## config.mk

```make
export PLATFORM = sky130hd
export DESIGN_NAME = imm_gen_stage
export DESIGN_NICKNAME = d
export VERILOG_FILES = /design/src/rtl/imm_gen_stage.sv
export SDC_FILE = /design/constraint.sdc
export NUM_CORES = 1
export LEC_CHECK = 0
export BUFFER_PORTS_ARGS = -buffer_cell sky130_fd_sc_hd__buf_4
export CORE_MARGIN = 2
export CORE_UTILIZATION = 52
export CTS_CLUSTER_SIZE = 28
export DETAILED_ROUTE_END_ITERATION = 7
export GPL_TIMING_DRIVEN = 0
export PLACE_DENSITY_LB_ADDON = 0.25
export SLEW_MARGIN = 25
export SYNTH_ARGS = -nofsm -noshare
export SYNTH_HDL_FRONTEND = slang
export SYNTH_SLANG_ARGS = --single-unit
```

## constraint.sdc

```tcl
create_clock -name clk -period 2.2 [get_ports clk]
set_input_delay 0.11 -clock clk [delete_from_list [all_inputs] [get_ports clk]]
set_output_delay 0.11 -clock clk [all_outputs]
set_load 0.02 [all_outputs]
```

## src/rtl/imm_gen_stage.sv

```systemverilog
// Immediate-generation pipeline stage: decodes the immediate format, sign-extends it to XLEN and
// precomputes pc+imm behind a valid/ready handshake with a two-entry (main + skid) buffer.
module imm_gen_stage #(
  parameter int unsigned XLEN    = 32,
  parameter bit          EN_RV64 = (XLEN == 64)
) (
  input  logic            clk,
  input  logic            reset_n,
  input  logic            flush,
  input  logic            in_valid,
  output logic            in_ready,
  input  logic [31:0]     in_instr,
  input  logic [XLEN-1:0] in_pc,
  output logic            out_valid,
  input  logic            out_ready,
  output logic [31:0]     out_instr,
  output logic [XLEN-1:0] out_pc,
  output logic [XLEN-1:0] out_imm,
  output logic [2:0]      out_fmt,
  output logic [XLEN-1:0] out_pc_rel
);

  typedef enum logic [2:0] {
    FmtNone    = 3'd0,
    FmtI       = 3'd1,
    FmtS       = 3'd2,
    FmtB       = 3'd3,
    FmtU       = 3'd4,
    FmtJ       = 3'd5,
    FmtZ       = 3'd6,
    FmtIllegal = 3'd7
  } fmt_e;

  typedef struct packed {
    logic [31:0]     instr;
    logic [XLEN-1:0] pc;
    logic [XLEN-1:0] imm;
    fmt_e            fmt;
    logic [XLEN-1:0] pc_rel;
  } entry_t;

  // RV64-only opcodes are never legal on a 32-bit datapath.
  localparam bit Rv64 = EN_RV64 && (XLEN == 64);

  localparam logic [6:0] OpOp     = 7'b0110011;
  localparam logic [6:0] OpOp32   = 7'b0111011;
  localparam logic [6:0] OpImm    = 7'b0010011;
  localparam logic [6:0] OpImm32  = 7'b0011011;
  localparam logic [6:0] OpLoad   = 7'b0000011;
  localparam logic [6:0] OpJalr   = 7'b1100111;
  localparam logic [6:0] OpMisc   = 7'b0001111;
  localparam logic [6:0] OpStore  = 7'b0100011;
  localparam logic [6:0] OpBranch = 7'b1100011;
  localparam logic [6:0] OpLui    = 7'b0110111;
  localparam logic [6:0] OpAuipc  = 7'b0010111;
  localparam logic [6:0] OpJal    = 7'b1101111;
  localparam logic [6:0] OpSystem = 7'b1110011;

  logic [6:0]        opcode;
  logic [2:0]        funct3;
  logic              is_shift;
  logic signed [11:0] raw_i, raw_s;
  logic signed [12:0] raw_b;
  logic signed [31:0] raw_u;
  logic signed [20:0] raw_j;
  logic [XLEN-1:0]   imm_i, imm_s, imm_b, imm_u, imm_j, imm_z, shamt_w, shamt_x;
  fmt_e              dec_fmt;
  logic [XLEN-1:0]   dec_imm;
  entry_t            new_entry;

  assign opcode   = in_instr[6:0];
  assign funct3   = in_instr[14:12];
  assign is_shift = (funct3 == 3'b001) || (funct3 == 3'b101);

  assign raw_i = in_instr[31:20];
  assign raw_s = {in_instr[31:25], in_instr[11:7]};
  assign raw_b = {in_instr[31], in_instr[7], in_instr[30:25], in_instr[11:8], 1'b0};
  assign raw_u = {in_instr[31:12], 12'b0};
  assign raw_j = {in_instr[31], in_instr[19:12], in_instr[20], in_instr[30:21], 1'b0};

  assign imm_i   = XLEN'(raw_i);
  assign imm_s   = XLEN'(raw_s);
  assign imm_b   = XLEN'(raw_b);
  assign imm_u   = XLEN'(raw_u);
  assign imm_j   = XLEN'(raw_j);
  assign imm_z   = XLEN'(in_instr[19:15]);
  assign shamt_w = XLEN'(in_instr[24:20]);
  // Full-width shifts carry a 6-bit shamt on RV64.
  assign shamt_x = (XLEN == 64) ? XLEN'(in_instr[25:20]) : shamt_w;

  always_comb begin
    dec_fmt = FmtIllegal;
    dec_imm = '0;
    unique case (opcode)
      OpOp: dec_fmt = FmtNone;
      OpOp32: begin
        if (Rv64) dec_fmt = FmtNone;
      end
      OpImm: begin
        dec_fmt = FmtI;
        dec_imm = is_shift ? shamt_x : imm_i;
      end
      OpImm32: begin
        if (Rv64) begin
          dec_fmt = FmtI;
          dec_imm = is_shift ? shamt_w : imm_i;
        end
      end
      OpLoad, OpJalr, OpMisc: begin
        dec_fmt = FmtI;
        dec_imm = imm_i;
      end
      OpStore: begin
        dec_fmt = FmtS;
        dec_imm = imm_s;
      end
      OpBranch: begin
        dec_fmt = FmtB;
        dec_imm = imm_b;
      end
      OpLui, OpAuipc: begin
        dec_fmt = FmtU;
        dec_imm = imm_u;
      end
      OpJal: begin
        dec_fmt = FmtJ;
        dec_imm = imm_j;
      end
      OpSystem: begin
        dec_fmt = funct3[2] ? FmtZ : FmtNone;
        dec_imm = funct3[2] ? imm_z : '0;
      end
      default: ;
    endcase
  end

  always_comb begin
    new_entry.instr  = in_instr;
    new_entry.pc     = in_pc;
    new_entry.imm    = dec_imm;
    new_entry.fmt    = dec_fmt;
    new_entry.pc_rel = in_pc + dec_imm;
  end

  entry_t main_q, main_d, skid_q, skid_d;
  logic   main_valid_q, main_valid_d, skid_valid_q, skid_valid_d;

  always_comb begin
    main_d       = main_q;
    skid_d       = skid_q;
    main_valid_d = main_valid_q;
    skid_valid_d = skid_valid_q;
    if (flush) begin
      main_valid_d = 1'b0;
      skid_valid_d = 1'b0;
    end else if (!main_valid_q || out_ready) begin
      // Main is free this edge: refill from skid first, else straight from the input.
      if (skid_valid_q) begin
        main_d       = skid_q;
        main_valid_d = 1'b1;
        skid_valid_d = 1'b0;
      end else if (in_valid) begin
        main_d       = new_entry;
        main_valid_d = 1'b1;
      end else begin
        main_valid_d = 1'b0;
      end
    end else if (in_valid && !skid_valid_q) begin
      skid_d       = new_entry;
      skid_valid_d = 1'b1;
    end
  end

  always_ff @(posedge clk or negedge reset_n) begin
    if (!reset_n) begin
      main_q       <= '0;
      skid_q       <= '0;
      main_valid_q <= 1'b0;
      skid_valid_q <= 1'b0;
    end else begin
      main_q       <= main_d;
      skid_q       <= skid_d;
      main_valid_q <= main_valid_d;
      skid_valid_q <= skid_valid_d;
    end
  end

  assign in_ready   = !skid_valid_q;
  assign out_valid  = main_valid_q;
  assign out_instr  = main_q.instr;
  assign out_pc     = main_q.pc;
  assign out_imm    = main_q.imm;
  assign out_fmt    = main_q.fmt;
  assign out_pc_rel = main_q.pc_rel;

endmodule

```

# Word-level counts from Yosys, hierarchy flattened
# Cells that the tools add are included.
# totals
reg_bits,264
inputBits,69
out_inout_bits,133
wordCells,55
# op_classes
n_addsub,1
n_eq_ne,13
mux,14
bitwise,2
n_reduce_logical,13
# op_table
cell,count
$mux W131,2
$pmux W32 S7,1
$add A32 B32 Y32,1
$mux W32,1
$eq A7 B7 Y1 const B,4
$eq A7 B6 Y1 const B,3
$pmux W3 S7,1
$eq A7 B5 Y1 const B,2
$eq A7 B2 Y1 const B,1
$eq A7 B4 Y1 const B,1
$mux W1,7
$reduce_and A3 Y1,2
$mux W5,1
$reduce_bool A2 Y1,2
$reduce_or A4 Y1,1
$eq A3 B1 Y1 const B,1
$eq A3 B3 Y1 const B,1
$mux W3,1
$reduce_bool A3 Y1,1
$reduce_or A3 Y1,1
$logic_not A1 Y1,2
$logic_or A1 B1 Y1,2
$not A1 Y1,2
$reduce_or A2 Y1,1
$logic_and A1 B1 Y1,1

# Depth between registers and ports, before layout
# Gate-level depths: netlist of run 1.
# depth
ltp_word,7
mapped_depth,19
ltp_nobuf,18

# Worst setup path before layout of run 1
# No wires, ideal clock.
# synth_timing
path_type,input to register
startpoint,input port in_instr[0]
endpoint,"register main_q, in the netlist out_pc_rel[30]"
setup_time_ns,0.096
t_arrival_ns,3.410
required_ns,2.104
setup_slack_ns,-1.306
stages,18
path_buffers,0
cell_sequence,nand2_1 > nor2_1 > nand2_1 > nor3b_1 > a32oi_1 > o21ai_0 > ha_1 > inv_1 > fa_1 > nand2b_1 > a21oi_1 > o2111a_1 > o21a_1 > nor3_2 > o31ai_2 > a31oi_1 > xor2_1 > o31ai_1
# synth_via
elab_chain_cells,6
word_cells_on_any_way,16
classes_between,1 x add/sub; 10 x eq/ne; 3 x mux; 2 x reduce/logical
# synth_rtl
element,line,source
start: declaration,12,"input logic [31:0] in_instr,"
"$eq A7 B2 Y1, or another cell as far along",94,unique case (opcode)
$reduce_or A3 Y1 / $reduce_or A2 Y1 (equally long branches),94,
$pmux W32 S7 (*),94,
via dec_imm[0],68,logic [XLEN-1:0] dec_imm;
$add A32 B32 Y32 (*),142,new_entry.pc_rel = in_pc + dec_imm;
$mux W131 (*),162,end else if (in_valid) begin
$mux W131 (*),158,if (skid_valid_q) begin
end signal: assignment,181,main_q <= main_d;
end: declaration,145,"entry_t main_q, main_d, skid_q, skid_d;"
# The timed path passes the listed nets; every way through them passes the cells marked *. The select of a mux whose other input is x is not followed.
# A chain may end at the register's enable or synchronous reset.

# Worst setup path in the final report of run 1
# layout_timing
startpoint,input port in_instr[5]
endpoint,register skid_q[28] in the netlist's numbering
# layout_via
elab_chain_cells,4
word_cells_on_any_way,14
classes_between,1 x add/sub; 10 x eq/ne; 1 x mux; 2 x reduce/logical
# layout_rtl
element,line,source
"$eq A7 B2 Y1, or another cell as far along",94,
$reduce_or A3 Y1 / $reduce_or A2 Y1 (equally long branches),94,
$pmux W32 S7 (*),94,
via dec_imm[12],68,
$add A32 B32 Y32 (*),142,
end signal: assignment,182,skid_q <= skid_d;
end: declaration,145,
# The timed path passes the listed nets; every way through them passes the cells marked *.

==> results of run 1 <==
[where the power goes]
| part | total (mW) | switching (mW) | internal (mW) |
|---|---|---|---|
| logic | 3.08 | 1.67 | 1.41 |
| registers | 6.15 | 0.474 | 5.67 |
| clock network | 5.26 | 2.04 | 3.22 |
| total | 14.5 | 4.18 | 10.3 |
[path summary, 6_finish.rpt]
path                                        to  slack, ns  depth (start not counted)
worst max-delay path                skid_q[28]      -0.75                         21
worst min-delay path             out_instr[11]       0.03                          2
worst max register to register  out_pc_rel[25]       0.01                          8
worst min register to register       skid_q[2]       0.48                          2
max in group asynchronous           skid_q[82]       1.07                          4
min in group clk                    skid_q[35]       0.04                          4
[metal layers]
layer	global-route usage, %	vias up	wire, um
met4	15.4	0	2210
met5	0	-	0
met2	53.2	501	20700
met3	5.22	128	2970
li1	-	5235	-
met1	42.8	5804	17800
[sequential cells by signal (all words and copies together), names as in the netlist]
name and flops:
skid_q 131, out_pc_rel 32, out_imm 32, skid_valid_q 1, out_pc 32, out_instr 32
out_fmt 3, out_valid 1
[stage by stage]
step / cells / hold slack, ns / setup slack, ns / power, mW / utilization (%)
floorplan: 1293 / -0.186 / -0.896 / 7.63 / -
finish: 2000 / 0.0346 / -0.745 / 14.5 / 76.0
CTS: 1987 / -0.152 / -0.734 / 14.4 / 73.9
detailed placement: 1819 / 0.0165 / -1.84 / 8.86 / 62.3
global placement: 1816 / 0.292 / -1.79 / 8.73 / 61.9
global route: 2000 / 0.0338 / -0.835 / 15.0 / 76.0
[kinds of logic (layout without fill, tap and decap cells)]
group	after synthesis	in the layout
multiplexers	179	179
flip-flops	264	264
adder cells (fa/ha/maj)	32	32
XOR/XNOR	28	28
buffers and inverters	112	495
AO/OA/AOI/OAI	349	349
AND/OR/NAND/NOR	329	329
[critical path: stages]
cell	delay, ns
buf_8	0.08
buf_12	0.13
nor2_4	0.04
nand2_2	0.07
o21ai_2	0.07
a21oi_2	0.14
nor3_2	0.07
o31a_1	0.27
buf_12	0.15
buf_6	0.10
a21o_4	0.21
ha_4	0.19
a211oi_4	0.28
nor2_4	0.07
o41ai_4	0.28
o22ai_2	0.16
nor3_4	0.28
buf_6	0.14
o311ai_4	0.08
xor2_2	0.18
mux2_2	0.27
[synthesized netlist by cell type, types with 4 or more instances]
master	count
o21ai_1	10
nand3_1	4
inv_1	36
nand2_1	208
o21bai_1	4
buf_1	8
xnor2_1	17
a21oi_1	72
mux2_2	93
nor2b_1	5
clkbuf_1	63
ha_1	31
dfrtp_1	264
o21a_1	7
nor3_1	13
nor2_1	64
a211oi_1	6
a222oi_1	4
xor2_1	11
mux2i_1	86
nand2b_1	14
a31oi_1	12
buf_2	4
o31ai_1	4
a21o_1	21
o21ai_0	173
[timing repair]
item / CTS / global route
buffers inserted: 45 / 14
gates resized for setup: 174 / 122
pin swaps: 84 / 52
hold buffers: 70 / 1
setup endpoints to repair: 234 / 166
hold endpoints to repair: 236 / 2
[cell type report]
type	count	area [um2]	share of cell area (%)
buffer	75	424	2.28
sequential	264	6610	35.6
inverter	36	140	0.754
clock inverter	17	244	1.31
clock buffer	36	782	4.21
tap	324	405	2.18
multi-input combinational	917	7170	38.6
timing repair buffer	331	2810	15.1
==> flow_summary.json, run 1 <==
{
  "fp-row-count": 57,
  "drt_iter0_drc": 978,
  "nets": 1755,
  "final_common_cell": "dfrtp_1",
  "synth_top_family_by_area": "compound AO/OA/AOI/OAI gates",
  "syn_area_mm2": 0.0130,
  "synthToLayoutAreaGrowth_pct": 42.5,
  "fp.dieW_um": 162,
  "critPathArrivalTime_ns": 3.39,
  "synth-edff-count": 0,
  "cp_max_fo": 8,
  "violations": "negative setup slack",
  "min_path_type": "in -> async",
  "final_cell_area_mm2": 0.0186,
  "fill_cells": 1667,
  "yosys.area_share.xor_xnor_pct": 1.88,
  "antenna_found_initial": 0,
  "synth_flop_cell": "dfrtp_1",
  "setup_slack_ns": -0.745,
  "design.die.area_mm2": 0.0264,
  "worstReg2RegStart": "skid_valid_q",
  "firstDrtPassIters": 6,
  "tritoncts": "built",
  "vdd_drop_max_mv": 0.655,
  "numCtsBuffers": 29,
  "yosys_warnings": 0,
  "antenna_left": 0,
  "grt_pass1_vias": 11846,
  "leakagePower_nw": 8.80,
  "antennaDiodeCount": 0,
  "startpoint_type": "input port",
  "required_ns": 2.64,
  "core_area_mm2": 0.0245,
  "ys_seq_area_share_pct": 50.7,
  "max-clock-path-buffers": 3,
  "fin_setup_tns_ns": -24.32,
  "pin_count": 202,
  "async_reset_ff_share_pct": 100,
  "grt_usage_pct": 32.5,
  "vias": 11668,
  "cts.sink_count": 264,
  "power.density_mw_per_mm2": 780,
  "portBuffers": 199,
  "drive_gt1_share_pct": 36.8,
  "synth_fa_ha_area_share_pct": 3.13,
  "hold_viol": 0,
  "grt_setup_unrepaired": "true",
  "grt_max_degree": 92,
  "path_class": "in -> reg",
  "finalCriticalPeriod_ns": 2.95,
  "final_cell_mix": "dfrtp_1, buf_4, nand2_1",
  "dieHeight_um": 162,
  "wl_per_cell_um": 21.9,
  "drc": 0,
  "max_cap_viol_count": 0,
  "h-tree-depth": 1,
  "grt_pass1_wl_um": 65900,
  "synth-compound-area-share_pct": 15.8,
  "synth_nets": 1394,
  "yosys_register_bits": 264,
  "wl_um": 43700,
  "yosys.area.top_type": "dfrtp_1",
  "slew_headroom_pct": 24.3,
  "drv_slew": 0,
  "status": "complete, but fails checks",
  "initial_core_util_pct": 53.3,
  "timing.final.crit_share_pct": 134,
  "syn_area_per_cell_um2": 10.1,
  "via_per_inst": 5.83,
  "crit_path_start": "in_instr[5]",
  "setup_viol": 52,
  "clock_latency_ns": 0.56,
  "syn_inst": 1293,
  "cts_root_buf": "clkbuf_16",
  "tightest_slew_ns": 1.14,
  "place_area_mm2": 0.0152,
  "synthMuxAreaShare_pct": 14.6,
  "clkTransAtPathRegs_ns": 0.07,
  "ys_types": 70,
  "gp_congestion": 0.929,
  "max_freq_ghz": 0.340,
  "synthSimpleGateAreaFrac_pct": 10.6,
  "skew_ns": 0.00804,
  "synth.area.top_cells": "dfrtp_1, mux2_2, o21ai_0",
  "critPathCaptureType": "register",
  "dp_hpwl_um": 29400,
  "synth_top_area_share_pct": 50.7,
  "grt-ovfl-total": 0
}
(Power assumes the default switching activity.)
==> run 2, diff against run 1 <==
--- a/config.mk
+++ b/config.mk
@@ -5,6 +5,7 @@
 export SDC_FILE = /design/constraint.sdc
 export NUM_CORES = 1
 export LEC_CHECK = 0
+export ABC_AREA = 1
 export BUFFER_PORTS_ARGS = -buffer_cell sky130_fd_sc_hd__buf_4
 export CORE_MARGIN = 2
 export CORE_UTILIZATION = 52
==> constraint.sdc (replaced) <==
create_clock -name clk -period 3.5 [get_ports clk]
set_input_delay 0.175 -clock clk [delete_from_list [all_inputs] [get_ports clk]]
set_output_delay 0.175 -clock clk [all_outputs]
set_load 0.02 [all_outputs]
==> flow_summary.json, run 2 <==
{
  "setup_viol": 0,
  "grt-ovfl-total": 0,
  "path_cells": "dlygate4sd3_1 > buf_4 > inv_1 > nand2_1 > nand3_1 > nand2_1 > inv_2 > nand2_4 > nand2_2 > buf_6 > o211ai_1 > ha_1 > a21oi_1 > nand2_1 > a21oi_1 > nand2_1 > a21oi_2 > or2_1 > nand3_1 > nand2_1 > nand2_1",
  "grt_setup_unrepaired": "false",
  "synth_top_area_share_pct": 48.9,
  "cts_root_buf": "clkbuf_16",
  "synth_nets": 1868,
  "slew_headroom_pct": 42.7,
  "syn_inst": 1767,
  "core_area_mm2": 0.0258,
  "antennaDiodeCount": 0,
  "pin_count": 202,
  "cp_max_fo": 10,
  "wl_per_cell_um": 19.1,
  "final_cell_area_mm2": 0.0171,
  "syn_area_mm2": 0.0135,
  "ys_seq_area_share_pct": 48.9,
  "use_met3_pct": 6.04,
  "vias": 13503,
  "critPathTopFamily": "simple AND/OR/NAND/NOR gates",
  "via_per_inst": 5.57,
  "yosys_register_bits": 264,
  "grt_max_degree": 94,
  "skew_ns": 0.0251,
  "fill_cells": 2158,
  "met1_usage_pct": 46.2,
  "clkTransAtPathRegs_ns": 0.06,
  "cp.depth": 21,
  "clock_latency_ns": 0.56,
  "timing.final.crit_share_pct": 94.5,
  "wl_um": 46400,
  "drv_slew": 0,
  "portBuffers": 201,
  "design.die.area_mm2": 0.0273,
  "max-clock-path-buffers": 3,
  "grt_usage_pct": 33.7,
  "dp_hpwl_um": 34500,
  "synth-edff-count": 0,
  "final_common_cell": "nand2_1",
  "firstDrtPassIters": 6,
  "startpoint_type": "input port",
  "nets": 2172,
  "min_path_type": "in -> reg",
  "synth_common_cells": "nand2_1, o21ai_0, dfrtp_1",
  "required_ns": 3.93,
  "yosysMostFrequentCell": "nand2_1",
  "largest_reg_flops": 131,
  "rr_worst_depth": 7,
  "synth.area.top_cells": "dfrtp_1, nand2_1, o21ai_0",
  "critPathBufInv": 5,
  "drc": 0,
  "drive_gt1_share_pct": 14.7,
  "holdWs_ns": 0.0169,
  "gr-usage-met2_pct": 52.8,
  "grt_pass1_vias": 12669,
  "hold_depth": 5,
  "yosys.area.top_type": "dfrtp_1",
  "fin_setup_tns_ns": 0,
  "finalCriticalPeriod_ns": 3.31,
  "max_cap_viol_count": 0,
  "syn_area_per_cell_um2": 7.65,
  "slowest_stage": "dlygate4sd3_1",
  "h-tree-depth": 1,
  "numCtsBuffers": 28,
  "cts.sink_count": 264,
  "multi_input_area_mm2": 0.00596,
  "initial_core_util_pct": 52.5,
  "vdd_drop_max_mv": 0.356,
  "max_freq_ghz": 0.302,
  "synth_flop_cell": "dfrtp_1",
  "drt_iter0_drc": 1476,
  "ys_types": 40,
  "place_area_mm2": 0.0155,
  "hold_viol": 0,
  "top_register": "skid_q",
  "critPathMostFrequentCell": "nand2_1",
  "antenna_left": 0,
  "path_class": "in -> reg",
  "dieHeight_um": 165,
  "busiest_layer": "met2",
  "tritoncts": "built",
  "power.density_mw_per_mm2": 521,
  "critPathMaxStageDelay_ns": 0.56,
  "gp_congestion": 0.997,
  "status": "complete, no violations",
  "yosys_warnings": 0,
  "leakagePower_nw": 9.01,
  "final_cell_mix": "nand2_1, o21ai_0, dfrtp_1",
  "fp-row-count": 59,
  "critPathArrivalTime_ns": 3.74,
  "synthToLayoutAreaGrowth_pct": 26.8,
  "async_reset_ff_share_pct": 100,
  "tightest_slew_ns": 0.860,
  "critPathCaptureType": "register",
  "grt_pass1_wl_um": 70400,
  "regArea_mm2": 0.00661,
  "fp.dieW_um": 165,
  "antenna_found_initial": 0
}
run 2: routing by layer:
layer	part of all wire, %	vias up
li1	-	6320
met1	42	6398
met2	45	660
met3	8.6	125
met4	4.4	0
met5	0	-
run 2: cell families (layout without fill, tap and decap cells):
family                   after synthesis  after routing  synth area share (%)
AND/OR/NAND/NOR                      763            763                  22.3
AO/OA/AOI/OAI                        447            447                  17.8
flip-flops                           264            264                  48.9
buffers and inverters                247            570                  7.15
adder cells (fa/ha/maj)               32             32                  3.02
XOR/XNOR                              14             14                 0.907
run 2: layout make-up:
| class | count | area share, % |
|---|---|---|
| sequential | 264 | 38.5 |
| clock inverter | 12 | 0.788 |
| clock buffer | 37 | 4.52 |
| multi-input combinational | 1256 | 34.8 |
| timing repair buffer | 274 | 13.3 |
| buffer | 87 | 2.12 |
| tap | 335 | 2.44 |
| inverter | 160 | 3.52 |
run 2: through the flow:
stage          setup WS (ns)  total power, mW  instances  util (%)
3_3_place_gp         -0.0805             5.83       2303      60.0
5_1_grt              0.00536             9.36       2425      66.6
4_1_cts                0.144             8.94       2420      66.4
2_1_floorplan          0.841             5.05       1767         -
6_report               0.193             8.94       2425      66.6
3_5_place_dp         -0.0670             5.92       2306      60.3
run 2: report_power, final:
group | total (mW) | switching, mW | internal, mW
logic | 1.98 | 1.20 | 0.786
clock network | 2.96 | 1.26 | 1.70
registers | 4.00 | 0.331 | 3.67
run 2: path summary, 6_finish.rpt:
| kind | slack (ns) | to | start |
|---|---|---|---|
| worst max-delay path | 0.19 | out_pc_rel[23] | in_instr[13] |
| worst min-delay path | 0.02 | out_instr[3] | in_instr[3] |
| worst max register to register | 1.01 | out_pc_rel[9] | skid_valid_q |
| worst min register to register | 0.48 | skid_q[47] | skid_q[47] |
| max in group asynchronous | 2.65 | skid_q[18] | reset_n |
| min in group asynchronous | 0.08 | skid_q[82] | reset_n |
run 2: what timing repair did:
item,CTS,global route
hold buffers,65,0
buffers inserted,0,5
endpoints found under the setup margin,0,17
hold endpoints to repair,330,0
resized for setup,0,2
run 2: worst register-to-register path, stage by stage (launching register included):
cell	delay (ns)
dfrtp_1	0.43
nor2_1	0.16
nor2_1	0.05
nand2_1	0.14
clkbuf_1	0.67
clkbuf_1	0.61
nand2_1	0.18
o21ai_0	0.14
